==> src/rtl/asrv32_clint.sv <==
// Core-local interruptor on the data-memory port: msip, mtimecmp and a prescaled shadow mtime.
// 64-bit timer registers are written as a staged low word followed by a committing high word.
module asrv32_clint #(
    parameter logic [31:0] BASE_ADDR    = 32'h8000_0000,
    parameter int          CLK_FREQ_MHZ = 100
) (
    input  logic        i_clk,
    input  logic        i_rst_n,
    input  logic [31:0] i_addr,
    input  logic [31:0] i_wr_data,
    input  logic [3:0]  i_wr_mask,
    input  logic        i_wr_en,
    output logic        o_sel,
    output logic [31:0] o_rd_data,
    output logic        o_software_interrupt,
    output logic        o_mtime_wr,
    output logic        o_mtimecmp_wr,
    output logic [63:0] o_mtime_dout,
    output logic [63:0] o_mtimecmp_dout
);

    localparam int            PW      = (CLK_FREQ_MHZ > 1) ? $clog2(CLK_FREQ_MHZ) : 1;
    localparam logic [PW-1:0] PS_LAST = PW'(CLK_FREQ_MHZ - 1);

    logic [31:0]   off;
    logic          wr_acc, rd_acc, full_mask;

    logic          msip_q, msip_d;
    logic [63:0]   mtimecmp_q, mtimecmp_d;
    logic [63:0]   mtime_q, mtime_d;
    logic [31:0]   cmp_stage_q, cmp_stage_d;
    logic [31:0]   time_stage_q, time_stage_d;
    logic [31:0]   snap_q, snap_d;
    logic [PW-1:0] presc_q, presc_d;
    logic [31:0]   rd_data_q, rd_data_d;
    logic          mtime_wr_q, mtime_wr_d;
    logic          mtimecmp_wr_q, mtimecmp_wr_d;

    // Unsigned offset compare also rejects addresses below the base (they wrap high).
    assign off       = i_addr - BASE_ADDR;
    assign o_sel     = (off < 32'd20) && (off[1:0] == 2'b00);
    assign wr_acc    = i_wr_en && o_sel;
    assign rd_acc    = o_sel && !i_wr_en;
    assign full_mask = (i_wr_mask == 4'b1111);

    always_comb begin
        msip_d        = msip_q;
        mtimecmp_d    = mtimecmp_q;
        mtime_d       = mtime_q;
        cmp_stage_d   = cmp_stage_q;
        time_stage_d  = time_stage_q;
        snap_d        = snap_q;
        presc_d       = presc_q;
        rd_data_d     = rd_data_q;
        mtime_wr_d    = 1'b0;
        mtimecmp_wr_d = 1'b0;

        if (presc_q == PS_LAST) begin
            presc_d = '0;
            mtime_d = mtime_q + 64'd1;
        end else begin
            presc_d = presc_q + PW'(1);
        end

        // A committing mtime write overrides any tick in the same cycle.
        if (wr_acc) begin
            case (off[4:2])
                3'd0: if (i_wr_mask[0]) msip_d = i_wr_data[0];
                3'd1: if (full_mask) cmp_stage_d = i_wr_data;
                3'd2: if (full_mask) begin
                    mtimecmp_d    = {i_wr_data, cmp_stage_q};
                    mtimecmp_wr_d = 1'b1;
                end
                3'd3: if (full_mask) time_stage_d = i_wr_data;
                3'd4: if (full_mask) begin
                    mtime_d    = {i_wr_data, time_stage_q};
                    presc_d    = '0;
                    mtime_wr_d = 1'b1;
                end
                default: ;
            endcase
        end

        // Reading mtime_lo freezes the high word so a following mtime_hi read is coherent.
        if (rd_acc) begin
            case (off[4:2])
                3'd0: rd_data_d = {31'b0, msip_q};
                3'd1: rd_data_d = mtimecmp_q[31:0];
                3'd2: rd_data_d = mtimecmp_q[63:32];
                3'd3: begin
                    rd_data_d = mtime_q[31:0];
                    snap_d    = mtime_q[63:32];
                end
                3'd4: rd_data_d = snap_q;
                default: ;
            endcase
        end
    end

    always_ff @(posedge i_clk or negedge i_rst_n) begin
        if (!i_rst_n) begin
            msip_q        <= 1'b0;
            mtimecmp_q    <= '1;
            mtime_q       <= '0;
            cmp_stage_q   <= '0;
            time_stage_q  <= '0;
            snap_q        <= '0;
            presc_q       <= '0;
            rd_data_q     <= '0;
            mtime_wr_q    <= 1'b0;
            mtimecmp_wr_q <= 1'b0;
        end else begin
            msip_q        <= msip_d;
            mtimecmp_q    <= mtimecmp_d;
            mtime_q       <= mtime_d;
            cmp_stage_q   <= cmp_stage_d;
            time_stage_q  <= time_stage_d;
            snap_q        <= snap_d;
            presc_q       <= presc_d;
            rd_data_q     <= rd_data_d;
            mtime_wr_q    <= mtime_wr_d;
            mtimecmp_wr_q <= mtimecmp_wr_d;
        end
    end

    assign o_rd_data            = rd_data_q;
    assign o_software_interrupt = msip_q;
    assign o_mtime_wr           = mtime_wr_q;
    assign o_mtimecmp_wr        = mtimecmp_wr_q;
    assign o_mtime_dout         = mtime_q;
    assign o_mtimecmp_dout      = mtimecmp_q;

endmodule
==> config.mk <==
export PLATFORM = sky130hd
export DESIGN_NAME = asrv32_clint
export DESIGN_NICKNAME = d
export VERILOG_FILES = /design/src/rtl/asrv32_clint.sv
export SDC_FILE = /design/constraint.sdc
export NUM_CORES = 1
export LEC_CHECK = 0
export ABC_AREA = 1
export BUFFER_PORTS_ARGS = -buffer_cell sky130_fd_sc_hd__buf_2
export CORE_ASPECT_RATIO = 1.2
export CORE_MARGIN = 5
export CORE_UTILIZATION = 56
export DETAILED_ROUTE_END_ITERATION = 16
export PLACE_DENSITY_LB_ADDON = 0.3
export SLEW_MARGIN = 20
export SYNTH_ARGS = -nofsm -noshare
export SYNTH_HDL_FRONTEND = slang
export SYNTH_SLANG_ARGS = --single-unit
==> constraint.sdc <==
create_clock -name i_clk -period 1.95 [get_ports i_clk]
set_input_delay 0.39 -clock i_clk [delete_from_list [all_inputs] [get_ports i_clk]]
set_output_delay 0.39 -clock i_clk [all_outputs]
set_load 0.005 [all_outputs]
==> impl_metrics.csv, run 1 <==
group,metric,value,unit
setup_path,timing.critical_path.mode_cell,"nand2_1",
detailed_routing,num_vias,13700,
outcome,violations,"negative setup slack",
sta,fin_setup_tns,-0.0205,ns
setup_path,critPathLaunch,"o_mtime_dout[6]",
synthesis,synth_cell_types,35,
synthesis,ys_dominant_reg_cell,"dfrtp_1",
min_path,timing.hold.worst_path_depth,3,
cts,cts.root.buffer_cell,"clkbuf_16",
min_path,hold_path.class,"input port to flop",
synthesis,synthesized_net_count,1779,
detailed_routing,drt_wl_total,49700,um
floorplan,floorplan.rows,61,
detailed_routing,met3WireLength,4790,um
min_path,hold_path_startpoint,"i_wr_data[17]",
setup_path,reg2reg_capture_point,"o_mtime_dout[45]",
finish,final_layout_size_suffix_gt1_frac,0.294,
sta,timing.final.ws_setup,-0.0205,ns
detailed_routing,highest-signal-layer,"met4",
place,pre_cts_ws,-0.202,ns
sta,clock_skew,0.0310,ns
min_path,min_to,"o_mtime_dout[49]",
sta,rsz0062_at_grt,"yes",
cts,htree_levels,1,
sta,post-route-period-util,1.01,
floorplan,num_io_pins,235,
synthesis,synth.largest_area_cell,"dfrtp_1",
pwr,power.static_leakage,8.78,nW
sta,final_max_slew_viol_count,0,
outcome,outcome,"finished with violations",
sta,final_hold_viol_count,0,
sta,relSlewSlack,0.582,
cts,clock_insertion_delay_worst_skew,0.57,ns
place,hpwl,37200,um
finish,areaGrowthSynthToFinish,32.6,%
detailed_routing,ant_nets,0,
grt,initial_antenna_violation_count,0,
setup_path,r2r_cells,12,
floorplan,dieArea,0.0265,mm2
place,place.gp.congestion,0.986,
synthesis,synth.area.top_cells,"dfrtp_1 (39%), nand2_1 (18%), dfstp_2 (13%)",
finish,utilization,0.750,
pwr,cellPowerDensity,664,mW/mm2
grt,grt_remaining_overflow,0,
finish,final_net_count,2167,
place,numPlacedInstances,2363,
synthesis,synth-async-reset-ratio,1.00,
synthesis,postSynthCellCount,1706,
setup_path,crit_arrival,2.43,ns
synthesis,netlist.area_leader.share,0.387,
setup_path,critPathMaxFanout,4,
cts,cts.sinks,266,
synthesis,seq_area_frac_synth,0.516,
synthesis,yosysWarningCount,0,
setup_path,timing.critical_path.slowest_cell_delay,0.47,ns
grt,groute.usage.overall,0.371,
detailed_routing,routed_wire_length_per_instance,20.5,um
detailed_routing,detailedRoute.firstIterationViolations,1311,
setup_path,cp_cell_sequence,"nand2_1 -> nor2_1 -> inv_1 -> nor2_1 -> buf_4 -> nand2_1 -> nor2_4 -> buf_4 -> nand2_2 -> xor2_1 -> nand2_1 -> nand2_1",
synthesis,ys_ff_latch,266,
detailed_routing,met2_wirelength,22900,um
synthesis,synth-edff-count,0,
cts,tritoncts,"done",
sta,finalHoldWorstSlack,0.0402,ns
synthesis,netlist_area_before_placement,0.0131,mm2
grt,grt_pass1_vias,13100,
finish,stdcell_area,0.0173,mm2
floorplan,core_footprint,0.0231,mm2
setup_path,critPathRequiredTime,2.41,ns
detailed_routing,routed_metal_1_wire_length,20100,um
detailed_routing,drc,0,
setup_path,cp-end-kind,"flop",
setup_path,slowest_stage,"dfrtp_1",
pwr,final_power,11.5,mW
cts,cts_inserted_buffers,28,
pwr,ir_drop,0.688,mV
synthesis,avgSynthCellArea,7.66,um2
place,placed_cell_area,0.0159,mm2
floorplan,die_h,177,um
finish,antenna_diode_count,0,
setup_path,worstReg2RegStart,"o_mtime_dout[6]",
grt,grt_first_pass_wirelength,75300,um
setup_path,cp-start-kind,"flop",
sta,setup_viol,1,
sta,post-route-min-period,1.97,ns
cts,max-clock-path-buffers,3,
detailed_routing,route.detailed.vias_per_inst,5.62,
setup_path,critical-path-top-delay-family,"simple AND/OR/NAND/NOR gates",
detailed_routing,dr.pass1.iters,6,
setup_path,timing.reg2reg.setup_slack,-0.02,ns
cts,path_clk_slew,0.06,ns
floorplan,initial_utilization,0.565,
floorplan,dieWidth,149,um
sta,slew_at_the_pin_closest_to_its_max_slew_limit,0.627,ns
sta,fmax,507,MHz
setup_path,cp_num_buf_inv,3,
finish,fin_cells,2431,
place,io_buffers,234,
grt,grt_max_degree,74,
setup_path,worst-setup-path-type,"flop to flop",
job,drv_cap,0,
## metal layers
metal / up-vias / global-route usage
li1: 6198 / -
met1: 6588 / 0.530
met2: 770 / 0.592
met3: 116 / 0.0488
met4: 0 / 0.121
met5: - / 0
## cell usage after synthesis, types with 3 or more instances
| master | number |
|---|---|
| a21oi_1 | 12 |
| a22oi_1 | 14 |
| buf_2 | 13 |
| clkbuf_1 | 52 |
| clkinv_1 | 3 |
| dfrtp_1 | 202 |
| dfstp_2 | 64 |
| inv_1 | 159 |
| nand2_1 | 618 |
| nand3_1 | 79 |
| nand3_2 | 4 |
| nand3b_1 | 4 |
| nand4_1 | 30 |
| nor2_1 | 148 |
| nor2_2 | 5 |
| nor3_1 | 10 |
| o211ai_1 | 14 |
| o21ai_0 | 210 |
| o21ai_1 | 11 |
| xnor2_1 | 14 |
| xor2_1 | 21 |
## worst register-to-register path: stages, from the launching register on
cell and delay [ns]:
dfrtp_1 0.47, nand2_1 0.15, nor2_1 0.12, inv_1 0.08, nor2_1 0.09, buf_4 0.15, nand2_1 0.14, nor2_4 0.19
buf_4 0.14, nand2_2 0.07, xor2_1 0.15, nand2_1 0.06, nand2_1 0.05
## cell type report
cell class                 instances  area, um2
clock buffer                      38        798
sequential                       266       6740
tap                              315        394
inverter                         164        616
clock inverter                    14        149
multi-input combinational       1209       5750
timing repair buffer             425       2890
fill                            1774       5790
## cell families after synthesis
family,synth area share
xor gates and xnor gates,0.0235
adders and majority gates,0.00191
and+or+nand+nor,0.282
buffers and inverters,0.0685
DFF,0.516
AOI/OAI and AO/OA,0.108
## cell usage in the layout (no fill, tap or decap), drive strengths merged
cell	synthesis	final
o211ai	14	14
ha	2	2
and2	2	2
dlygate4sd3	0	1
o2111ai	2	2
a21oi	12	12
o21ai	221	221
clkinv	3	12
clkbuf	52	38
buf	15	424
clkinvlp	0	1
a22oi	14	14
nor2	153	153
nand3	83	83
nand4	31	31
dfstp	64	64
dfrtp	202	202
nor3	12	12
o31ai	1	1
xor2	21	21
bufinv	0	2
nand2	618	618
xnor2	14	14
nand3b	4	4
nor3b	2	2
and3	1	1
a21o	1	1
o21bai	1	1
inv	161	163
## worst max path at each step
stage / to / slack [ns] / cells after the start
global placement: o_mtime_dout[54] / -0.16 / 11
global route: o_mtime_dout[33] / -0.17 / 15
floorplan: o_mtime_dout[62] / 0.18 / 9
finish: o_mtime_dout[45] / -0.02 / 12
detailed placement: o_mtime_dout[25] / -0.20 / 10
CTS: o_mtime_dout[26] / 0.009 / 13
## flip-flops by register name, indices dropped and copies added (netlist names)
name,cells
cmp_stage_q,32
snap_q,32
o_mtimecmp_wr,1
o_software_interrupt,1
o_mtime_dout,64
presc_q,7
o_mtimecmp_dout,64
time_stage_q,32
o_mtime_wr,1
o_rd_data,32
## where the power goes
part	internal [mW]	leakage [nW]	total (mW)	switching [mW]
combinational	0.135	5.06	0.457	0.322
clock	3.16	0.469	5.52	2.37
sequential	5.52	3.25	5.52	0.0000000721
## repair_timing
item / 4_1_cts / 5_1_grt
hold buffers: 1 / 0
pin swaps: 2 / 39
hold endpoints to repair: 42 / 0
buffers inserted: 1 / 15
endpoints found under the setup margin: 17 / 48
resized for setup: 12 / 103
(Power assumes the default switching activity.)
==> run 2, diff against run 1 <==
==> constraint.sdc (replaced) <==
create_clock -name i_clk -period 1.95 [get_ports i_clk]
set_input_delay 0.195 -clock i_clk [delete_from_list [all_inputs] [get_ports i_clk]]
set_output_delay 0.195 -clock i_clk [all_outputs]
set_load 0.005 [all_outputs]
==> impl_metrics.csv, run 2 (synthesized netlist as in run 1, its figures left out) <==
group,metric,value,unit
finish,most_common_cell_after_layout_fill_and_taps_aside,"nand2_1",
detailed_routing,routed_wire_length_per_instance,20.3,um
floorplan,floorplan.rows,61,
grt,grt_remaining_overflow,0,
finish,stdcell_area,0.0173,mm2
sta,final_max_slew_viol_count,0,
grt,grt_pass1_vias,13000,
detailed_routing,detailedRoute.firstIterationViolations,1309,
detailed_routing,drc,0,
setup_path,crit_arrival,2.37,ns
pwr,cellPowerDensity,662,mW/mm2
sta,slew_at_the_pin_closest_to_its_max_slew_limit,0.652,ns
sta,final_hold_viol_count,0,
grt,grt_first_pass_wirelength,74400,um
cts,cts_inserted_buffers,27,
sta,post-route-period-util,0.987,
finish,antenna_diode_count,0,
floorplan,core_footprint,0.0231,mm2
sta,fmax,520,MHz
outcome,outcome,"complete, no violations",
cts,max-clock-path-buffers,3,
finish,utilization,0.749,
floorplan,dieWidth,149,um
grt,groute.usage.overall,0.369,
setup_path,r2r_cells,14,
detailed_routing,drt_wl_total,49500,um
min_path,hold_path.class,"input port to flop",
place,io_buffers,234,
cts,htree_levels,1,
job,drv_cap,0,
detailed_routing,ant_nets,0,
finish,most-common-layout-cells,"nand2_1 (602), buf_2 (233), o21ai_0 (204)",
min_path,timing.hold.worst_path_depth,3,
detailed_routing,route.detailed.vias_per_inst,5.56,
sta,relSlewSlack,0.566,
detailed_routing,dr.pass1.iters,6,
setup_path,critPathRequiredTime,2.40,ns
sta,setup_viol,0,
cts,cts.root.buffer_cell,"clkbuf_16",
floorplan,initial_utilization,0.565,
setup_path,cp-end-kind,"flop",
place,placed_cell_area,0.0157,mm2
floorplan,die_h,177,um
setup_path,critPathMaxFanout,6,
grt,initial_antenna_violation_count,1,
cts,cts.sinks,266,
pwr,power.static_leakage,8.74,nW
floorplan,num_io_pins,235,
finish,areaGrowthSynthToFinish,32.5,%
place,place.gp.congestion,0.980,
cts,path_clk_slew,0.07,ns
place,hpwl,36800,um
pwr,ir_drop,0.734,mV
detailed_routing,num_vias,13500,
sta,clock_skew,0.0186,ns
cts,clock_insertion_delay_worst_skew,0.56,ns
floorplan,dieArea,0.0265,mm2
setup_path,cp-start-kind,"flop",
sta,rsz0062_at_grt,"yes",
sta,post-route-min-period,1.92,ns
grt,grt_max_degree,75,
setup_path,worst-setup-path-type,"flop to flop",
cts,tritoncts,"done",
finish,final_net_count,2171,
finish,final_layout_size_suffix_gt1_frac,0.285,
[run 2: cell types whose count changed in the layout (fill, tap and decap cells not counted), sizes merged]
cell / before / now
buf: 424 / 407
bufinv: 2 / 3
clkbuf: 38 / 31
clkinv: 12 / 11
clkinvlp: 1 / 4
dlygate4sd3: 1 / 23
inv: 163 / 165
[run 2: layout make-up]
class / count / area [um2]
Tap cell: 315 / 394
Timing Repair Buffer: 430 / 2930
Clock buffer: 31 / 721
Clock inverter: 19 / 205
Multi-Input combinational cell: 1209 / 5700
Inverter: 164 / 616
Fill cell: 1757 / 5810
Sequential cell: 266 / 6750
[run 2: critical path, stage by stage, from the launching register on]
cell and delay (ns):
dfrtp_1 0.36, ha_2 0.19, inv_1 0.05, nor2_2 0.11
nand3_2 0.09, buf_6 0.16, nor2_4 0.09, buf_6 0.11
nand2_1 0.07, nor2_1 0.12, buf_4 0.15, xnor2_1 0.12
nand2_1 0.08, nand2_1 0.06, inv_1 0.04
[run 2: layer usage]
metal / share of wire / wire length, um / GRT usage
met1: 0.39 / 19500 / 0.497
met5: 0.0019 / 96 / 0.0250
met3: 0.099 / 4890 / 0.0769
met2: 0.47 / 23100 / 0.597
met4: 0.040 / 1990 / 0.127
[run 2: worst paths after layout]
path | startpoint | to | slack, ns
worst max-delay path | presc_q[1] | o_mtime_dout[11] | 0.03
min in group asynchronous | i_rst_n | time_stage_q[15] | 0.21
worst min-delay path | i_wr_data[24] | o_mtime_dout[56] | 0.02
max in group asynchronous | i_rst_n | o_mtimecmp_dout[48] | 0.89
worst min register to register | cmp_stage_q[2] | o_mtimecmp_dout[2] | 0.47
worst max register to register | presc_q[1] | o_mtime_dout[11] | 0.03
[run 2: through the flow]
stage                     setup slack (ns)  TNS [ns]  total power, mW  std cells  hold WS (ns)
after floorplan                      0.182         0             5.73       1706        -0.101
after global placement             -0.0579    -0.225             6.04       2343         0.225
after detailed placement           -0.0706    -0.461             6.05       2343         0.210
after CTS                           0.0191         0             11.5       2416        0.0146
after global routing                -0.106     -1.30             11.8       2434        0.0367
final                               0.0255         0             11.5       2434        0.0214
[run 2: report_power, final]
group	total (mW)	switching, mW	internal, mW
combinational	0.468	0.320	0.148
sequential	5.52	0.0000000648	5.52
clock	5.47	2.38	3.09
[run 2: what timing repair did]
| item | in CTS | in global routing |
|---|---|---|
| hold buffers | 23 | 0 |
| hold endpoints to repair | 91 | 0 |
| endpoints found under the setup margin | 13 | 53 |
| resized for setup | 11 | 99 |
| pin swaps | 2 | 26 |
| buffers inserted | 0 | 18 |
